==> config.mk <==
export PLATFORM = sky130hd
export DESIGN_NAME = result_skid16_flat
export DESIGN_NICKNAME = d
export VERILOG_FILES = /design/src/rtl/result_skid16_pkg.sv /design/src/rtl/result_skid16_if.sv /design/src/rtl/result_skid16_flags.sv /design/src/rtl/result_skid16.sv /design/src/flat_wrapper.sv
export SDC_FILE = /design/constraint.sdc
export NUM_CORES = 1
export LEC_CHECK = 0
export ABC_AREA = 0
export CORE_ASPECT_RATIO = 0.8
export CORE_MARGIN = 4
export CORE_UTILIZATION = 49
export CTS_CLUSTER_DIAMETER = 80
export DETAILED_ROUTE_END_ITERATION = 6
export PLACE_DENSITY = 0.82
export SYNTH_ARGS = -nofsm -noshare
export SYNTH_HDL_FRONTEND = slang
export SYNTH_SLANG_ARGS = --single-unit
==> constraint.sdc <==
create_clock -name i_clk -period 2.3 [get_ports i_clk]
set_input_delay 0.345 -clock i_clk [delete_from_list [all_inputs] [get_ports i_clk]]
set_output_delay 0.345 -clock i_clk [all_outputs]
set_load 0.01 [all_outputs]
==> src/rtl/result_skid16_pkg.sv <==
// Shared types and sizing for the result_skid16 buffer.
// Setting RESULT_SKID16_FLAGS_EN widens each entry with ZR/NG status bits.
package result_skid16_pkg;

  typedef enum logic [1:0] {
    ST_EMPTY = 2'd0,
    ST_ONE   = 2'd1,
    ST_TWO   = 2'd2
  } state_e;

`ifdef RESULT_SKID16_FLAGS_EN
  localparam int unsigned FLAG_W = 2;
`else
  localparam int unsigned FLAG_W = 0;
`endif

  function automatic int unsigned entry_w(input int unsigned width);
    return width + FLAG_W;
  endfunction

endpackage

==> src/rtl/result_skid16_if.sv <==
// Valid/ready handshake bundle for result_skid16: upstream word in, buffered word out.
interface result_skid16_if #(
  parameter int unsigned WIDTH = 16
) ();

  logic [WIDTH-1:0] in_data;
  logic             in_valid;
  logic             in_ready;
  logic [WIDTH-1:0] out_data;
  logic             out_valid;
  logic             out_ready;

  modport slave (
    input  in_data,
    input  in_valid,
    output in_ready,
    output out_data,
    output out_valid,
    input  out_ready
  );

  modport master (
    output in_data,
    output in_valid,
    input  in_ready,
    input  out_data,
    input  out_valid,
    output out_ready
  );

endinterface

==> src/rtl/result_skid16_flags.sv <==
// Combinational Hack-style status generator: ZR when the word is zero, NG from its sign bit.
module result_flags16 #(
  parameter int unsigned WIDTH = 16
) (
  input  logic [WIDTH-1:0] i_data,
  output logic             o_zr,
  output logic             o_ng
);

  assign o_zr = (i_data == '0);
  assign o_ng = i_data[WIDTH-1];

endmodule

==> src/rtl/result_skid16.sv <==
// Two-entry registered skid buffer for ALU results; all outputs come straight from flops.
// Define RESULT_SKID16_FLAGS_EN to store ZR/NG with each entry and expose o_zr/o_ng.
module result_skid16
  import result_skid16_pkg::*;
#(
  parameter int unsigned WIDTH = 16
) (
  input  logic                 i_clk,
  input  logic                 i_rst_n,
  result_skid16_if.slave       io_bus,
`ifdef RESULT_SKID16_FLAGS_EN
  output logic                 o_zr,
  output logic                 o_ng,
`endif
  output logic [1:0]           o_level
);

  localparam int unsigned EntryW = entry_w(WIDTH);

  state_e            r_state;
  logic [EntryW-1:0] r_main;
  logic [EntryW-1:0] r_skid;
  logic              r_in_ready;
  logic              r_out_valid;

  logic [EntryW-1:0] w_in_entry;
  logic [EntryW-1:0] w_rst_entry;
  logic              w_accept;
  logic              w_release;

`ifdef RESULT_SKID16_FLAGS_EN
  logic w_zr;
  logic w_ng;

  // Flags are taken from IN at accept time and travel with the word.
  result_flags16 #(
    .WIDTH (WIDTH)
  ) u_flags (
    .i_data (io_bus.in_data),
    .o_zr   (w_zr),
    .o_ng   (w_ng)
  );

  assign w_in_entry  = {w_zr, w_ng, io_bus.in_data};
  assign w_rst_entry = {1'b1, 1'b0, {WIDTH{1'b0}}};
  assign o_zr        = r_main[WIDTH+1];
  assign o_ng        = r_main[WIDTH];
`else
  assign w_in_entry  = io_bus.in_data;
  assign w_rst_entry = '0;
`endif

  assign w_accept  = io_bus.in_valid & r_in_ready;
  assign w_release = r_out_valid & io_bus.out_ready;

  always_ff @(posedge i_clk or negedge i_rst_n) begin
    if (!i_rst_n) begin
      r_state     <= ST_EMPTY;
      r_main      <= w_rst_entry;
      r_skid      <= '0;
      r_in_ready  <= 1'b1;
      r_out_valid <= 1'b0;
    end else begin
      unique case (r_state)
        ST_EMPTY: begin
          if (w_accept) begin
            r_main      <= w_in_entry;
            r_out_valid <= 1'b1;
            r_state     <= ST_ONE;
          end
        end
        ST_ONE: begin
          if (w_accept && w_release) begin
            r_main <= w_in_entry;
          end else if (w_accept) begin
            r_skid     <= w_in_entry;
            r_in_ready <= 1'b0;
            r_state    <= ST_TWO;
          end else if (w_release) begin
            r_out_valid <= 1'b0;
            r_state     <= ST_EMPTY;
          end
        end
        ST_TWO: begin
          if (w_release) begin
            r_main     <= r_skid;
            r_in_ready <= 1'b1;
            r_state    <= ST_ONE;
          end
        end
        default: begin
          r_state     <= ST_EMPTY;
          r_in_ready  <= 1'b1;
          r_out_valid <= 1'b0;
        end
      endcase
    end
  end

  assign io_bus.in_ready  = r_in_ready;
  assign io_bus.out_valid = r_out_valid;
  assign io_bus.out_data  = r_main[WIDTH-1:0];
  assign o_level          = r_state;

endmodule

==> src/flat_wrapper.sv <==
// flat-port wrapper written by rule: the top's interface ports become plain ports
module result_skid16_flat import result_skid16_pkg::*;
#(
  parameter int unsigned WIDTH = 16
)
  (i_clk, i_rst_n, o_level, io_bus_in_data, io_bus_in_valid, io_bus_in_ready, io_bus_out_data, io_bus_out_valid, io_bus_out_ready);
  result_skid16_if #(.WIDTH(WIDTH)) io_bus_i ();
  input  logic i_clk;
  input  logic i_rst_n;
  output logic [1:0] o_level;
  input wire logic [$bits(io_bus_i.in_data)-1:0] io_bus_in_data;
  input wire logic [$bits(io_bus_i.in_valid)-1:0] io_bus_in_valid;
  output wire logic [$bits(io_bus_i.in_ready)-1:0] io_bus_in_ready;
  output wire logic [$bits(io_bus_i.out_data)-1:0] io_bus_out_data;
  output wire logic [$bits(io_bus_i.out_valid)-1:0] io_bus_out_valid;
  input wire logic [$bits(io_bus_i.out_ready)-1:0] io_bus_out_ready;
  assign io_bus_i.in_data = io_bus_in_data;
  assign io_bus_i.in_valid = io_bus_in_valid;
  assign io_bus_in_ready = io_bus_i.in_ready;
  assign io_bus_out_data = io_bus_i.out_data;
  assign io_bus_out_valid = io_bus_i.out_valid;
  assign io_bus_i.out_ready = io_bus_out_ready;
  result_skid16 #(.WIDTH(WIDTH)) u_core (.i_clk(i_clk), .i_rst_n(i_rst_n), .io_bus(io_bus_i), .o_level(o_level));
endmodule
==> results of run 1 <==
-- cell families after synthesis --
family | Yosys count | synth area share [%]
mux | 49 | 34.4
flops | 36 | 52.7
compound gates | 9 | 5.49
simple gates | 8 | 3.37
buf+inv | 6 | 4.02
-- power groups by stage --
stage | combinational, W | sequential, W | clock [W]
final | 0.000631 | 0.000953 | 0.000459
after global routing | 0.000674 | 0.000983 | 0.000498
after CTS | 0.000643 | 0.000953 | 0.000470
after detailed placement | 0.000641 | 0.000960 | 0
after global placement | 0.000626 | 0.000951 | 0
after floorplan | 0.000234 | 0.000999 | 0
-- layout by cell type (no fill, tap or decap), types with 2 or more instances in the layout --
master,n
mux2_2,37
clkbuf_1,2
o21ai_0,2
clkbuf_8,6
clkdlybuf4s50_1,38
nand2_1,2
mux2_4,10
dfrtp_1,35
-- flip-flops by register name, indices dropped and copies added (netlist names) --
signal / cells
u_core.o_level: 2
u_core.io_bus.in_ready: 1
u_core.io_bus.out_valid: 1
u_core.io_bus.out_data: 16
u_core.r_skid: 16
-- per-stage QoR --
step | hold slack, ps | utilization, %
4_1_cts | 164 | 67.6
3_5_place_dp | 471 | 64.8
2_1_floorplan | 49.4 | -
3_3_place_gp | 458 | 64.8
5_1_grt | 191 | 67.6
6_report | 130 | 67.6
-- cell type report --
cell class,instances,area [sq um]
Inverter,1,3.75
Tap cell,40,50.0
Fill cell,235,1040
Timing Repair Buffer,40,393
Sequential cell,36,902
Clock buffer,8,90.1
Multi-Input combinational cell,66,739
-- how the worst max path moves through the flow --
stage                                  start                                     end  cells after the start
6_report                    io_bus_out_ready   u_core.io_bus.out_data[4]$_DFFE_PN0P_                      5
5_1_grt                     io_bus_out_ready   u_core.io_bus.out_data[1]$_DFFE_PN0P_                      5
4_1_cts                     io_bus_out_ready   u_core.io_bus.out_data[4]$_DFFE_PN0P_                      5
3_5_place_dp                io_bus_out_ready   u_core.io_bus.out_data[4]$_DFFE_PN0P_                      5
3_3_place_gp                io_bus_out_ready   u_core.io_bus.out_data[1]$_DFFE_PN0P_                      5
2_1_floorplan  u_core.o_level[0]$_DFFE_PN0P_  u_core.io_bus.out_data[10]$_DFFE_PN0P_                      4
-- per-layer routing --
layer	up-vias	global-route usage (%)	share of wire [%]
met5	-	0	0
li1	469	-	-
met2	22	26.1	48
met4	0	6.98	1.4
met3	6	4.47	4.2
met1	493	20.2	46
==> run metrics, run 1 <==
Startpoint Class input port; share of cells above drive strength 1 39.7%; die width roughly 74 um; part of the power in registers between 40% and 50%; Sw Pwr 0.000518 W; Synth top area share 51.2%; worst-path cell chain clkdlybuf4s50_1 -> a21boi_4 -> o32ai_4 -> buf_4 -> mux2_2; Setup Skew ~2.8 ps; final worst slack 503 ps; Top delay family on crit path buffers and inverters; max_slew headroom 48.5%; worst path bufs/invs 2; CP Data Required Time 2470 ps; reg-to-reg startpoint u_core.o_level[1]$_DFFE_PN0P_; Post-Layout Cell Count 191; Ports 40; slack of the worst reg-to-reg path between 500 and 600 ps; syn nets 128; Core ar. 0.00322 sq mm; largest net degree at the start of global routing 37; PortBufs 39; antenna fix cells 0; Synth area leaders dfrtp_1, mux2_2, mux2_4, buf_6, o32ai_4; Die Area 0.00451 sq mm; drt via density approximately 5.2; worst ir drop on vdd 0.482 mV; Slew Limit Fails 0; Post-synth EDFFs 0; area grow syn2layout 27.4%; most common cell in the netlist mux2_2; Yosys reg bits 36; Sw Ratio 25.4%; hold buffers post-CTS 0; crit path capture type flop; number of global-route vias before repair 1,118; Crit Path Class in2reg; via count 990; Die Y ~61 um; CTS tree yes; Pleak 0.990 nW; path depth of the worst reg2reg path 3; nets 170; post-CTS sizing 0; GRT overflow 0; clock sink total 36; Synth Flop Type dfrtp_1; pwr dens 938 mW/mm^2; area leader, netlist dfrtp_1; Max stage delay on crit path 570 ps; synthesized area around 0.0017 sq mm; period utilization 78.1%; RSZ-0062 raised after global routing no; Total Wirelength 3150 um; standard-cell rows 18; Combinational Power Share a little under a third; Clock transition at path regs about 70 ps; Int Power 0.00153 W; Hold Crit Class in2async; slowest CP cell clkdlybuf4s50_1; WL/cell 16.5 um; final hold violation count 0; Placement Cell Area around 0.0021 sq mm; # setup viols final 0; final instance area 0.00218 sq mm; Pre-antenna DRT Iters 2; Final ANT Viol Nets 0; Synth Area per Inst 15.8 sq um; setup_tns 0 ps; Initial Util between 50% and 60%; clock latency on the worst-skew pair 290 ps; status complete, no violations; GP Congestion 0.762; first-pass GRT wire length between 5000 and 6000 um; critical path peak fanout 16; total global-route track usage 16.0%; Clk Tree Root Cell clkbuf_8; number of library cell types mapped by synthesis 24; clk buf depth 2; R2R Path End u_core.io_bus.out_data[14]$_DFFE_PN0P_; Placed Cells incl. Taps 183; post-route minimum period about 1800 ps; DRC 0; worst slew pin tran between 700 and 800 ps; synth cell count leaders mux2_2, dfrtp_1, mux2_4, buf_6; total CTS buffers 5; setup bufs post-CTS 0; HPWL Detailed roughly 2300 um; Async SR Flop Fraction 100%; Max Fclk 556 MHz; Place WS 189 ps; Clk network pwr share 22.5%; H-tree depth 2; Initial DRC Count 44; yosys warns 0; crit path DAT 1970 ps; initial antenna violation count 0; Max-Cap Viols 0; register area share after synthesis 52.7%; Tot Pwr 0.00204 W; Cells after Synth 108
(Power assumes the default switching activity.)
==> run 2: changes to the inputs <==
--- a/config.mk
+++ b/config.mk
@@ -8,10 +8,10 @@
 export ABC_AREA = 0
 export CORE_ASPECT_RATIO = 0.8
 export CORE_MARGIN = 4
-export CORE_UTILIZATION = 49
+export CORE_UTILIZATION = 44
 export CTS_CLUSTER_DIAMETER = 80
 export DETAILED_ROUTE_END_ITERATION = 6
-export PLACE_DENSITY = 0.82
+export PLACE_DENSITY = 0.78
 export SYNTH_ARGS = -nofsm -noshare
 export SYNTH_HDL_FRONTEND = slang
 export SYNTH_SLANG_ARGS = --single-unit
==> constraint.sdc (replaced) <==
create_clock -name i_clk -period 1.5 [get_ports i_clk]
set_input_delay 0.225 -clock i_clk [delete_from_list [all_inputs] [get_ports i_clk]]
set_output_delay 0.225 -clock i_clk [all_outputs]
set_load 0.01 [all_outputs]
==> run 2 against run 1 <==
Effect of this change: the flow now finishes with violations (setup timing); highest routed layer unchanged; final area up 9.2%; global-route usage fell by 1.0 points; core utilization fell by 1.3 points; clock skew increased by 0.95 ps; sequential share of layout area is 3.4 points lower.
==> run metrics, run 2 (synthesis results as in run 1) <==
crit path capture type flop; RSZ-0062 raised after global routing yes; total CTS buffers 5 (unchanged); total global-route track usage 15.0% (-1.0 points); Hold Crit Class in2async; failing checks setup timing; Max Fclk 638 MHz; critical path peak fanout 16 (unchanged); Die Y 63.8 um (+4.8%); Die Area 0.00495 sq mm (+10%); antenna fix cells 0 (unchanged); status complete, but fails checks; Initial Util 47.6% (-5.5 points); final worst slack -68.2 ps (-571 ps); commonest non-fill, non-tap cells in the layout mux2_2, clkdlybuf4s50_1, dfrtp_1, buf_4, mux2_4; HPWL Detailed 2490 um (+10%); R2R Path End u_core.io_bus.out_data[5]$_DFFE_PN0P_; path depth of the worst reg2reg path 4 (+1); GRT overflow 0 (unchanged); crit path to u_core.io_bus.out_data[5]$_DFFE_PN0P_; slack of the worst reg-to-reg path -70 ps (-590 ps); final hold slack 288 ps (+158 ps); DRC 0 (unchanged); first-pass GRT wire length 5780 um (+9.7%); pwr dens 1330 mW/mm^2 (+42%); via count 1,072 (+8.3%); Post-Layout Cell Count 222 (+16%); Placement Cell Area 0.00225 sq mm (+7.8%); drt via density 4.83 (-6.8%); worst slew pin tran 237 ps (-535 ps); Core ar. 0.00359 sq mm (+11%); period utilization 105%; Clk Tree Root Cell clkbuf_8; final hold violation count 0 (unchanged); Final ANT Viol Nets 0 (unchanged); reg-to-reg startpoint u_core.o_level[0]$_DFFE_PN0P_; CP Data Required Time 1660 ps (-810 ps); CP startpoint u_core.o_level[0]$_DFFE_PN0P_; Total Wirelength 3530 um (+12%); final instance area 0.00238 sq mm (+9.2%); max_slew headroom 84.2% (+36 points); final-layout fill cell count 272 (+16%); Slew Limit Fails 0 (unchanged); GP Congestion 0.805 (+5.6%); nets 189 (+11%); crit path DAT 1730 ps (-240 ps); worst ir drop on vdd 0.852 mV (+77%); Setup Skew 3.80 ps (+0.950 ps); H-tree depth 2 (unchanged); largest net degree at the start of global routing 20 (-46%); clock latency on the worst-skew pair 280 ps (about the same); # setup viols final 16 (+16); FF+latch area 905 sq um (+0.28%); Pre-antenna DRT Iters 4 (+2); Crit Path Class reg2reg; die width 77.7 um (+4.9%); share of cells above drive strength 1 48.2% (+8.5 points); clk buf depth 2 (unchanged); Startpoint Class flop; Ports 40 (unchanged); number of global-route vias before repair 1,159 (+3.7%); post-route minimum period 1570 ps; multi-input logic area 766 sq um (+3.6%); initial antenna violation count 0 (unchanged); Max-Cap Viols 0 (unchanged); Pleak 1.12 nW (+13%); Placed Cells incl. Taps 211 (+15%); Clock transition at path regs 70 ps (about the same); CTS tree yes; area grow syn2layout 39.1%; standard-cell rows 19 (+1); Initial DRC Count 53 (+20%); clock sink total 36 (unchanged); Final Util 66.3% (-1.3 points); PortBufs 39 (unchanged); WL/cell 15.9 um (-3.8%)
-- run 2: worst max-delay path, cell delays in order, from the launching register on --
cell	delay (ps)
dfrtp_2	420
a21boi_4	150
o32ai_4	300
buf_12	210
mux2_2	350
-- run 2: per-layer routing --
layer | global-route usage, % | wire length (um)
met1 | 19.3 | 1500
met2 | 24.4 | 1850
met3 | 3.09 | 118
met4 | 7.33 | 55
met5 | 0 | 0
-- run 2: power breakdown --
group / internal [W] / leakage [nW] / switching [W]
logic: 0.000704 / 0.610 / 0.000301
clock network: 0.000374 / 0.0455 / 0.000316
registers: 0.00129 / 0.463 / 0.000175
total: 0.00237 / 1.12 / 0.000793
-- run 2: layout make-up --
type                            count  share of cell area [%]
Sequential cell                    36                    38.0
Multi-Input combinational cell     67                    32.2
Timing Repair Buffer               58                    23.1
Clock buffer                        8                    3.79
Tap cell                           52                    2.73
Inverter                            1                   0.158
-- run 2: worst min path at each step --
| stage | startpoint | end | slack [ps] | depth (start not counted) |
|---|---|---|---|---|
| 2_1_floorplan | i_rst_n | u_core.io_bus.out_data[0]$_DFFE_PN0P_ | -70 | 0 |
| 3_3_place_gp | i_rst_n | u_core.io_bus.out_valid$_DFFE_PN0P_ | 50 | 1 |
| 3_5_place_dp | i_rst_n | u_core.io_bus.out_valid$_DFFE_PN0P_ | 50 | 1 |
| 4_1_cts | i_rst_n | u_core.io_bus.out_valid$_DFFE_PN0P_ | 280 | 2 |
| 5_1_grt | i_rst_n | u_core.io_bus.out_valid$_DFFE_PN0P_ | 300 | 2 |
| 6_report | i_rst_n | u_core.io_bus.out_valid$_DFFE_PN0P_ | 290 | 2 |
-- run 2: repair_timing --
item / in CTS / in global routing
hold buffers: 1 / 0
gates resized for setup: 7 / 3
buffers inserted: 1 / 0
pin swaps: 0 / 1
cloned: 0 / 1
setup endpoints to repair: 36 / 32
hold endpoints to repair: 17 / 0
-- run 2: through the flow --
step | setup slack, ps | power (W) | TNS (ps)
after floorplan | -166 | 0.00189 | -1990
after global placement | -296 | 0.00243 | -7250
after detailed placement | -344 | 0.00247 | -8330
after CTS | -67.4 | 0.00319 | -687
after global routing | -125 | 0.00334 | -1440
final | -68.2 | 0.00316 | -652
